`src/rtl/dmem_pkg.sv`:
```
// Shared definitions for the data-memory arbiter: FSM encoding, default memory size
// and the address-legality rule.
package dmem_pkg;

    typedef enum logic [1:0] {
        ST_IDLE   = 2'd0,
        ST_ACCESS = 2'd1,
        ST_RESP   = 2'd2
    } state_t;

    localparam logic [31:0] DMEM_ADDR_LIMIT = 32'h0000_0400;

    // Misaligned or beyond the last whole word; limit is assumed to be at least 4.
    function automatic logic addr_illegal(input logic [31:0] addr, input logic [31:0] limit);
        return (addr[1:0] != 2'b00) || (addr > (limit - 32'd4));
    endfunction

endpackage

```
`src/rtl/rr_arb2.sv`:
```
// Two-way round-robin pick: on contention the port that was not granted last wins.
module rr_arb2 (
    input  logic [1:0] req,
    input  logic       last,
    output logic [1:0] gnt
);

    always_comb begin
        gnt = 2'b00;
        if (req == 2'b11) begin
            gnt = last ? 2'b01 : 2'b10;
        end else begin
            gnt = req;
        end
    end

endmodule

```
`src/rtl/dmem_arbiter.sv`:
```
// Two-port data-memory arbiter: one access at a time through IDLE -> ACCESS -> RESP,
// with round-robin selection and range/alignment checking.
module dmem_arbiter
    import dmem_pkg::*;
#(
    parameter logic [31:0] ADDR_LIMIT = DMEM_ADDR_LIMIT
) (
    input  logic        clk,
    input  logic        rst,
    input  logic        p0_req,
    input  logic        p1_req,
    input  logic        p0_we,
    input  logic        p1_we,
    input  logic [31:0] p0_addr,
    input  logic [31:0] p1_addr,
    input  logic [31:0] p0_wdata,
    input  logic [31:0] p1_wdata,
    output logic        p0_gnt,
    output logic        p1_gnt,
    output logic        p0_rvalid,
    output logic        p1_rvalid,
    output logic        p0_err,
    output logic        p1_err,
    output logic [31:0] p0_rdata,
    output logic [31:0] p1_rdata,
    output logic        mem_we,
    output logic [31:0] mem_addr,
    output logic [31:0] mem_wdata,
    input  logic [31:0] mem_rdata
);

    state_t      state_q, state_d;
    logic        last_q, last_d;
    logic        port_q, port_d;
    logic        we_q, we_d;
    logic        err_q, err_d;
    logic [31:0] addr_q, addr_d;
    logic [31:0] wdata_q, wdata_d;
    logic [31:0] rdata_q, rdata_d;

    logic [1:0]  arb_gnt;
    logic        grant_now;
    logic [31:0] sel_addr;

    rr_arb2 u_rr_arb2 (
        .req  ({p1_req, p0_req}),
        .last (last_q),
        .gnt  (arb_gnt)
    );

    // Gated by rst so the grant reads 0 while reset is held, even with requests up.
    assign grant_now = rst && (state_q == ST_IDLE) && (arb_gnt != 2'b00);
    assign sel_addr  = arb_gnt[1] ? p1_addr : p0_addr;

    always_ff @(posedge clk or negedge rst) begin
        if (!rst) begin
            state_q <= ST_IDLE;
            last_q  <= 1'b1;
            port_q  <= 1'b0;
            we_q    <= 1'b0;
            err_q   <= 1'b0;
            addr_q  <= 32'd0;
            wdata_q <= 32'd0;
            rdata_q <= 32'd0;
        end else begin
            state_q <= state_d;
            last_q  <= last_d;
            port_q  <= port_d;
            we_q    <= we_d;
            err_q   <= err_d;
            addr_q  <= addr_d;
            wdata_q <= wdata_d;
            rdata_q <= rdata_d;
        end
    end

    always_comb begin
        state_d = state_q;
        case (state_q)
            ST_IDLE:   if (p0_req || p1_req) state_d = ST_ACCESS;
            ST_ACCESS: state_d = ST_RESP;
            ST_RESP:   state_d = ST_IDLE;
            default:   state_d = ST_IDLE;
        endcase
    end

    always_comb begin
        last_d  = last_q;
        port_d  = port_q;
        we_d    = we_q;
        err_d   = err_q;
        addr_d  = addr_q;
        wdata_d = wdata_q;
        rdata_d = rdata_q;
        if (grant_now) begin
            last_d  = arb_gnt[1];
            port_d  = arb_gnt[1];
            we_d    = arb_gnt[1] ? p1_we : p0_we;
            addr_d  = sel_addr;
            wdata_d = arb_gnt[1] ? p1_wdata : p0_wdata;
            err_d   = addr_illegal(sel_addr, ADDR_LIMIT);
        end
        // Only a legal read returns memory data; writes and errors respond with zero.
        if (state_q == ST_ACCESS) begin
            rdata_d = (!we_q && !err_q) ? mem_rdata : 32'd0;
        end
    end

    always_comb begin
        p0_gnt    = grant_now && arb_gnt[0];
        p1_gnt    = grant_now && arb_gnt[1];
        mem_we    = 1'b0;
        mem_addr  = 32'd0;
        mem_wdata = 32'd0;
        p0_rvalid = 1'b0;
        p1_rvalid = 1'b0;
        p0_err    = 1'b0;
        p1_err    = 1'b0;
        p0_rdata  = 32'd0;
        p1_rdata  = 32'd0;
        if (state_q == ST_ACCESS) begin
            mem_we    = we_q && !err_q;
            mem_addr  = addr_q;
            mem_wdata = wdata_q;
        end
        if (state_q == ST_RESP) begin
            if (port_q) begin
                p1_rvalid = 1'b1;
                p1_err    = err_q;
                p1_rdata  = rdata_q;
            end else begin
                p0_rvalid = 1'b1;
                p0_err    = err_q;
                p0_rdata  = rdata_q;
            end
        end
    end

endmodule

```
`config.mk`:
```
export PLATFORM = sky130hd
export DESIGN_NAME = dmem_arbiter
export DESIGN_NICKNAME = d
export VERILOG_FILES = /design/src/rtl/dmem_pkg.sv /design/src/rtl/rr_arb2.sv /design/src/rtl/dmem_arbiter.sv
export SDC_FILE = /design/constraint.sdc
export NUM_CORES = 1
export LEC_CHECK = 0
export BUFFER_PORTS_ARGS = -buffer_cell sky130_fd_sc_hd__buf_2
export CAP_MARGIN = 20
export CORE_AREA = 2 2 137 106
export CTS_CLUSTER_DIAMETER = 100
export DETAILED_ROUTE_END_ITERATION = 7
export DIE_AREA = 0 0 139 108
export PLACE_DENSITY = 0.75
export SLEW_MARGIN = 20
export SYNTH_ARGS = -nofsm -noshare
export SYNTH_HDL_FRONTEND = slang
export SYNTH_HIERARCHICAL = 1
export SYNTH_SLANG_ARGS = --single-unit
```
`constraint.sdc`:
```
create_clock -name clk -period 1.35 [get_ports clk]
set_input_delay 0.2025 -clock clk [delete_from_list [all_inputs] [get_ports clk]]
set_output_delay 0.2025 -clock clk [all_outputs]
set_load 0.005 [all_outputs]
```
==> results of run 1 <==
worst reg2reg max path: stages, from the launching register on:
cell and delay [ns]:
dfstp_2 0.58, inv_2 0.05, a21boi_2 0.17, buf_4 0.15, o211ai_4 0.10, buf_12 0.18
buf_8 0.13, clkbuf_16 0.18, nand2_2 0.06, o21ai_1 0.05
final cells by class:
type                    count  share of cell area, %
flip-flops and latches    102                  28.30
multi-input cells         394                  35.30
clock inverters             3                 0.4989
well taps                 175                  2.425
inverters                   3                 0.2079
repair buffers            363                  30.39
clock buffers              13                  2.882
worst paths after layout:
| kind | startpoint | endpoint | slack, ns | depth (start not counted) |
|---|---|---|---|---|
| max in group asynchronous | rst | state_q[0] | 0.85 | 2 |
| min in group clk | mem_rdata[31] | rdata_q[31] | 0.09 | 2 |
| setup reg to reg | last_q | wdata_q[16] | -0.40 | 9 |
| hold reg to reg | wdata_q[14] | wdata_q[14] | 0.47 | 2 |
| hold / removal | rst | addr_q[31] | -0.009 | 2 |
| setup / recovery | last_q | wdata_q[16] | -0.40 | 9 |
flip-flops by register name, summed over array words and instances, names as in the netlist:
name	flops
addr_q	32
rdata_q	32
wdata_q	32
state_q	2
err_q	1
last_q	1
port_q	1
we_q	1
power breakdown:
group | switching (mW) | internal, mW | leakage (nW)
sequential | 1.28 | 4.53 | 1.30
combinational | 3.87 | 4.93 | 3.31
clock | 1.13 | 1.54 | 0.142
total | 6.28 | 11.0 | 4.75
per-stage QoR:
stage | utilization (%) | cell area (um^2)
floorplan | - | 5414
CTS | 57.76 | 7807
global placement | 53.09 | 7177
detailed placement | 53.09 | 7177
global route | 66.79 | 9029
finish | 66.79 | 9029
layer usage:
metal	GRT usage, %	part of all wire (%)
met1	26.34	42
met2	33.99	50
met3	5.669	6.7
met4	4.762	1.2
met5	0	0
logic make-up after synthesis:
kind of cell	count (synthesis)	share of synthesized area (%)
AO/OA/AOI/OAI	103	12.34
buffers and inverters	45	4.441
AND/OR/NAND/NOR	226	23.35
flip-flops	102	47.71
multiplexers	65	12.16
layout by cell type, fill, tap and decap left out, types with 3 or more instances in the layout:
cell type and count:
mux2i_1 62, dfrtp_1 100, o21ai_1 27, clkbuf_16 22, nor4_1 8, nand2_2 28
buf_6 41, a22o_1 32, buf_2 271, nand2_4 33, and2_4 29, nand2_1 9
buf_8 3, buf_12 20, o21ai_2 39, and2_1 101, buf_4 12
timing repair:
item                       in CTS  in global routing
hold buffers                    1                  0
hold endpoints to repair        1                  0
buffers inserted                6                 12
pin swaps                      24                 44
resized for setup              47                208
cloned                          2                 20
setup endpoints to repair     235                235
==> flow_summary.yaml, run 1 <==
outcome:
  violations: "negative hold slack, negative setup slack"
  status: "finished, violations left"
detailed_routing:
  wire_per_inst_um: 18.06
  route.detailed.drc: 0
  final_antenna_net_count: 0
  num_vias: 5403
  drtIter0Drc: 294
  wirelength_um: 19020
  via_per_inst: 5.131
  dr.pass1.iters: 4
sta:
  setup_viol: 218
  max_freq_mhz: 570.9
  worst_pin_slew_ns: 0.5852
  rsz0062_at_grt: "yes"
  setup_ws_ns: -0.4016
  slew_headroom_pct: 60.99
  finalMaxSlewViolations: 0
  fin_skew_ns: 0.009484
  whs_ns: -0.008890
  period_share_pct: 129.7
  fin_crit_ns: 1.752
  hold_viol_final: 2
  fin_setup_tns_ns: -67.54
global_route:
  grt_pass1_vias: 4742
  overflow: 0
  grt_use_total_pct: 20.26
  grt_start_max_net_pins: 102
  antenna_found_initial: 0
  grt_pass1_wl_um: 24370
placement:
  place_congestion: 0.8958
  place_inst: 999
  numPortBuffers: 300
  pre_cts_ws_ns: -0.1566
  dp_hpwl_um: 11420
final_layout:
  nFillCells: 1033
  seq_area_mm2: 0.002555
  multi_input_area_mm2: 0.003187
  nets: 1039
  drive_above_1_share_pct: 59.57
  area_delta_synth_final_pct: 68.68
  final_cells: 1053
  antenna_cells: 0
clocking:
  cts_tree: "yes"
  cts.path.max_buffers: 2
  h-tree-depth: 3
  clock_sinks: 102
  cts_root_buffer: "clkbuf_16"
  numCtsBuffers: 9
  clkTransAtPathRegs_ns: 0.07
  clk_latency_ns: 0.33
logic_synthesis:
  synth_ff_type: "dfrtp_1"
  synth_cell_types: 34
  avgSynthCellArea_um2: 9.894
  netlist_top_cells_area: "dfrtp_1, and2_1, mux2i_1, a22o_1, nand2_1"
  synth_nets: 707
  synthesis.area_mm2: 0.005353
  synth_edf_count: 0
  async_flop_share_pct: 100.0
  yosysWarnings: 6
  postSynthCellCount: 541
  yosysMostFrequentCell: "and2_1"
  ys_seq_area_share_pct: 47.71
  synth_common_cells: "and2_1, dfrtp_1, nand2_1"
  ys_ff_latch: 102
  synth_top_area_share_pct: 47.22
  yosys.area.top_type: "dfrtp_1"
worst_hold_path:
  hp-class: "primary input to asynchronous set/reset pin"
worst_setup_path:
  critPathCaptureType: "register"
  crit_chain: "inv_2 -> a21boi_2 -> buf_4 -> o211ai_4 -> buf_12 -> buf_8 -> clkbuf_16 -> nand2_2 -> o21ai_1"
  path_buf_inv: 5
  worstSetupStartpointType: "register"
  slowest_stage: "dfstp_2"
  crit_arrival_ns: 1.98
  required_ns: 1.58
  crit_family: "buffers and inverters"
  worst-path-max-fanout: 8
  critPathKind: "register to register"
  slowest_delay_ns: 0.58
run:
  max-cap-violations: 0
floorplan:
  rows: 37
  start_util_pct: 39.60
  die_x_um: 139
  ios: 301
  coreArea_mm2: 0.01352
  die_y_um: 108
  dieArea_mm2: 0.01501
pwr:
  p_leak_nw: 4.752
  ir_worst_vdd_uv: 1027
  power_density_mw_per_mm2: 1915
  total_power_mw: 17.29
Power figures use the tool's default switching activity.
==> run 2, diff against run 1 <==
GPL_TIMING_DRIVEN = 0   (was not set)
==> run 2 against run 1 <==
The flow still finishes with violations (negative hold slack, negative setup slack). Die area stayed put. Power increased by 13%. Design area increased by 12%. Register-to-register slack got worse by 0.02 ns. Count of clock-buffer cells in the layout decreased by 3. Flip-flop and latch count did not move. Non-clock buffer count increased by 37. Sequential power up 3%. Via count up 3.9%. Highest routed layer unchanged. Critical path type is now register to output pin. Cell count grew 3.6%. First-iteration DRC count down 8.2%.
==> flow_summary.yaml, run 2 (synthesis results as in run 1) <==
worst_setup_path:
  crit_chain: "nor3b_4 -> buf_6 -> buf_8 -> and2_1 -> buf_2"
  critPathCaptureType: "output pin"
  path_buf_inv: 3
  slowest_delay_ns: 0.45
  worst-path-max-fanout: 6
  crit_family: "flip-flops"
  worstSetupStartpointType: "register"
  critPathKind: "register to output pin"
  slowest_stage: "dfrtp_2"
  crit_arrival_ns: 1.60
  required_ns: 1.15
pwr:
  p_int_mw: 12.47
  comb_power_share_pct: 55.8
  p_leak_nw: 5.128
  power_frac_seq_pct: 30.6
  p_sw_mw: 7.039
  power_frac_clock_pct: 13.6
  power_density_mw_per_mm2: 1933
  ir_worst_vdd_uv: 1031
  swShare_pct: 36.08
  total_power_mw: 19.51
placement:
  dp_hpwl_um: 12950
  pre_cts_ws_ns: -0.4497
  numPortBuffers: 300
  place_area_mm2: 0.007168
  place_inst: 1017
  place_congestion: 0.9144
floorplan:
  die_x_um: 139
  dieArea_mm2: 0.01501
  coreArea_mm2: 0.01352
  ios: 301
  rows: 37
  die_y_um: 108
  start_util_pct: 39.60
global_route:
  grt_use_total_pct: 23.27
  grt_pass1_vias: 5313
  grt_pass1_wl_um: 27770
  overflow: 0
  grt_start_max_net_pins: 58
  antenna_found_initial: 1
clocking:
  clock_sinks: 102
  clk_latency_ns: 0.35
  cts_root_buffer: "clkbuf_16"
  clkTransAtPathRegs_ns: 0.08
  h-tree-depth: 3
  numCtsBuffers: 9
  cts_tree: "yes"
  cts.path.max_buffers: 2
sta:
  fin_setup_tns_ns: -83.05
  slew_headroom_pct: 67.72
  rsz0062_at_grt: "yes"
  setup_ws_ns: -0.4559
  max_freq_mhz: 553.7
  fin_crit_ns: 1.806
  hold_viol_final: 48
  whs_ns: -0.2301
  fin_skew_ns: 0.01173
  finalMaxSlewViolations: 0
  setup_viol: 235
  period_share_pct: 133.8
  worst_pin_slew_ns: 0.4842
final_layout:
  nFillCells: 895
  mostFrequentLayoutCells: "buf_2, buf_6, and2_4"
  fin_area_mm2: 0.01009
  post-route-util_pct: 74.67
  area_delta_synth_final_pct: 88.57
  nets: 1076
  multi_input_area_mm2: 0.003357
  layout_commonest_cell: "buf_2"
  seq_area_mm2: 0.002555
  drive_above_1_share_pct: 69.84
  reg_top3: "addr_q x32, rdata_q x32, wdata_q x32"
  final_cells: 1091
detailed_routing:
  dr.pass1.iters: 4
  dr_wl_met3_um: 1426
  route.detailed.drc: 0
  top_layer_used: "met4"
  drt-met1-wl_um: 8500
  wl_met2_um: 11000
  wirelength_um: 21290
  via_per_inst: 5.146
  num_vias: 5614
  final_antenna_net_count: 0
  wire_per_inst_um: 19.51
  drtIter0Drc: 270
run:
  max-cap-violations: 0
outcome:
  violations: "negative hold slack, negative setup slack"
  status: "finished, violations left"
worst_hold_path:
  hp-class: "primary input to asynchronous set/reset pin"
[run 2: final timing paths]
kind                       cells past startpoint          start  slack, ns           end
max in group asynchronous                      2            rst       0.87        last_q
hold reg to reg                                2     addr_q[17]       0.50    addr_q[17]
min in group clk                               2  mem_rdata[30]       0.08   rdata_q[30]
setup reg to reg                               9         last_q      -0.42    addr_q[16]
hold / removal                                 1            rst      -0.23     addr_q[4]
setup / recovery                               5     state_q[0]      -0.46  p0_rdata[15]
[run 2: layout make-up]
cell class | count | area share, %
multi-input combinational | 394 | 33.26
timing repair buffer | 361 | 30.87
sequential | 102 | 25.31
buffer | 39 | 5.206
clock buffer | 10 | 2.269
tap | 175 | 2.169
clock inverter | 6 | 0.6818
inverter | 3 | 0.2107
antenna | 1 | 0.02479
[run 2: what timing repair did]
item	4_1_cts	5_1_grt
gates resized for setup	166	338
hold endpoints to repair	48	48
buffers inserted	22	14
pin swaps	53	58
setup endpoints to repair	233	235
cloned	7	18
[run 2: layer usage]
metal / global-route usage [%] / vias up
li1: - / 2604
met1: 28.85 / 2739
met2: 41.66 / 248
met3: 5.757 / 23
met4: 4.978 / 0
met5: 0 / -
[run 2: power groups by stage]
stage | logic [mW] | clock network (mW) | registers, mW
after floorplan | 3.57 | 0 | 5.12
after global placement | 5.44 | 0 | 5.37
after detailed placement | 5.56 | 0 | 5.43
after CTS | 7.26 | 2.70 | 5.44
after global routing | 11.6 | 2.83 | 6.11
final | 10.9 | 2.65 | 5.97
==> run 3, diff against run 2 <==
REMOVE_ABC_BUFFERS = 1   (was not set)
SKIP_LAST_GASP = 1   (was not set)
==> run 3 against run 2 <==
The run still ends with negative hold slack, negative setup slack left. Combinational power decreased by 6%. Setup slack got worse by 0.036 ns. Sequential power about the same. Global-route usage increased by 2.7 points. Routed wire length increased by 0.17%. Design area decreased by 4.4%. Critical path type unchanged. Largest power group unchanged. Highest routed layer unchanged.
==> flow_summary.yaml, run 3 (synthesis results as in run 1) <==
worst_setup_path:
  required_ns: 1.15
  crit_arrival_ns: 1.64
  worstSetupStartpointType: "register"
  crit_start: "state_q[0]"
  critPathKind: "register to output pin"
  r2r_cells: 8
  r2r-start: "last_q"
  critPathCaptureType: "output pin"
  worst-path-max-fanout: 8
sta:
  slew_headroom_pct: 66.45
  setup_ws_ns: -0.4919
  max_freq_mhz: 542.9
  fin_setup_tns_ns: -88.78
  hold_viol_final: 45
  whs_ns: -0.2290
  period_share_pct: 136.4
  fin_skew_ns: 0.008390
  worst_pin_slew_ns: 0.4986
  rsz0062_at_grt: "yes"
  setup_viol: 235
  finalMaxSlewViolations: 0
  fin_crit_ns: 1.842
final_layout:
  post-route-util_pct: 71.39
  nFillCells: 939
  nets: 1064
  drive_above_1_share_pct: 64.34
  fin_area_mm2: 0.009651
  area_delta_synth_final_pct: 80.29
  reg_top3: "addr_q x32, rdata_q x32, wdata_q x32"
  antenna_cells: 0
  mostFrequentLayoutCells: "buf_2, dfrtp_1, and2_1"
  final_cells: 1078
  layout_commonest_cell: "buf_2"
clocking:
  clk_latency_ns: 0.34
  cts.path.max_buffers: 2
  clkTransAtPathRegs_ns: 0.08
  cts_tree: "yes"
  h-tree-depth: 3
  cts_root_buffer: "clkbuf_16"
  numCtsBuffers: 9
  clock_sinks: 102
detailed_routing:
  wirelength_um: 21320
  drtIter0Drc: 233
  route.detailed.drc: 0
  final_antenna_net_count: 0
  dr.pass1.iters: 4
  via_per_inst: 5.189
  num_vias: 5594
  wire_per_inst_um: 19.78
pwr:
  power_density_mw_per_mm2: 1944
  total_power_mw: 18.76
  ir_worst_vdd_uv: 1025
  p_leak_nw: 5.032
worst_hold_path:
  hp-class: "primary input to asynchronous set/reset pin"
global_route:
  antenna_found_initial: 1
  grt_pass1_wl_um: 30400
  grt_start_max_net_pins: 62
  grt_use_total_pct: 25.94
  grt_pass1_vias: 5457
  overflow: 0
placement:
  place_area_mm2: 0.007156
  dp_hpwl_um: 11620
  numPortBuffers: 300
  pre_cts_ws_ns: -1.003
  place_inst: 985
  place_congestion: 0.8046
floorplan:
  die_x_um: 139
  ios: 301
  coreArea_mm2: 0.01352
  start_util_pct: 39.60
  die_y_um: 108
  dieArea_mm2: 0.01501
  rows: 37
outcome:
  status: "finished, violations left"
  violations: "negative hold slack, negative setup slack"
run:
  max-cap-violations: 0
[run 3: timing repair]
| item | CTS | global route |
|---|---|---|
| buffers inserted | 40 | 12 |
| pin swaps | 91 | 58 |
| gates resized for setup | 185 | 176 |
| cloned | 23 | 8 |
| endpoints found under the setup margin | 236 | 235 |
| endpoints found under the hold margin | 45 | 45 |
[run 3: worst paths after layout]
path	to	slack, ns
max in group asynchronous	last_q	0.87
setup reg to reg	err_q	-0.45
hold reg to reg	addr_q[9]	0.48
hold / removal	addr_q[21]	-0.23
min in group clk	rdata_q[20]	0.08
setup / recovery	p0_rdata[12]	-0.49
[run 3: critical path, cell delays in order (launching register included)]
cell	delay [ns]
dfrtp_2	0.49
buf_6	0.15
nor3b_4	0.25
buf_2	0.19
and2_1	0.12
buf_2	0.10
[run 3: report_power, final]
part           switching [mW]  internal (mW)  total (mW)
Clock                    1.18           1.32        2.51
Sequential               1.43           4.53        5.97
Combinational            4.59           5.69        10.3
[run 3: final cells by class]
cell class | instances | area (um^2) | share of cell area [%]
Multi-Input combinational cell | 399 | 3391 | 35.14
Timing Repair Buffer | 378 | 3087 | 31.98
Sequential cell | 102 | 2557 | 26.50
Clock buffer | 11 | 242.7 | 2.515
Tap cell | 175 | 219.0 | 2.269
Timing Repair inverter | 5 | 83.83 | 0.8687
Clock inverter | 5 | 40.04 | 0.4149
Inverter | 3 | 30.03 | 0.3112
[run 3: metal layers]
layer	track usage, %	wire [um]	up-vias
li1	-	-	2588
met1	31.04	8292	2735
met2	46.69	11120	238
met3	6.820	1504	33
met4	7.215	409	0
met5	0	0	-
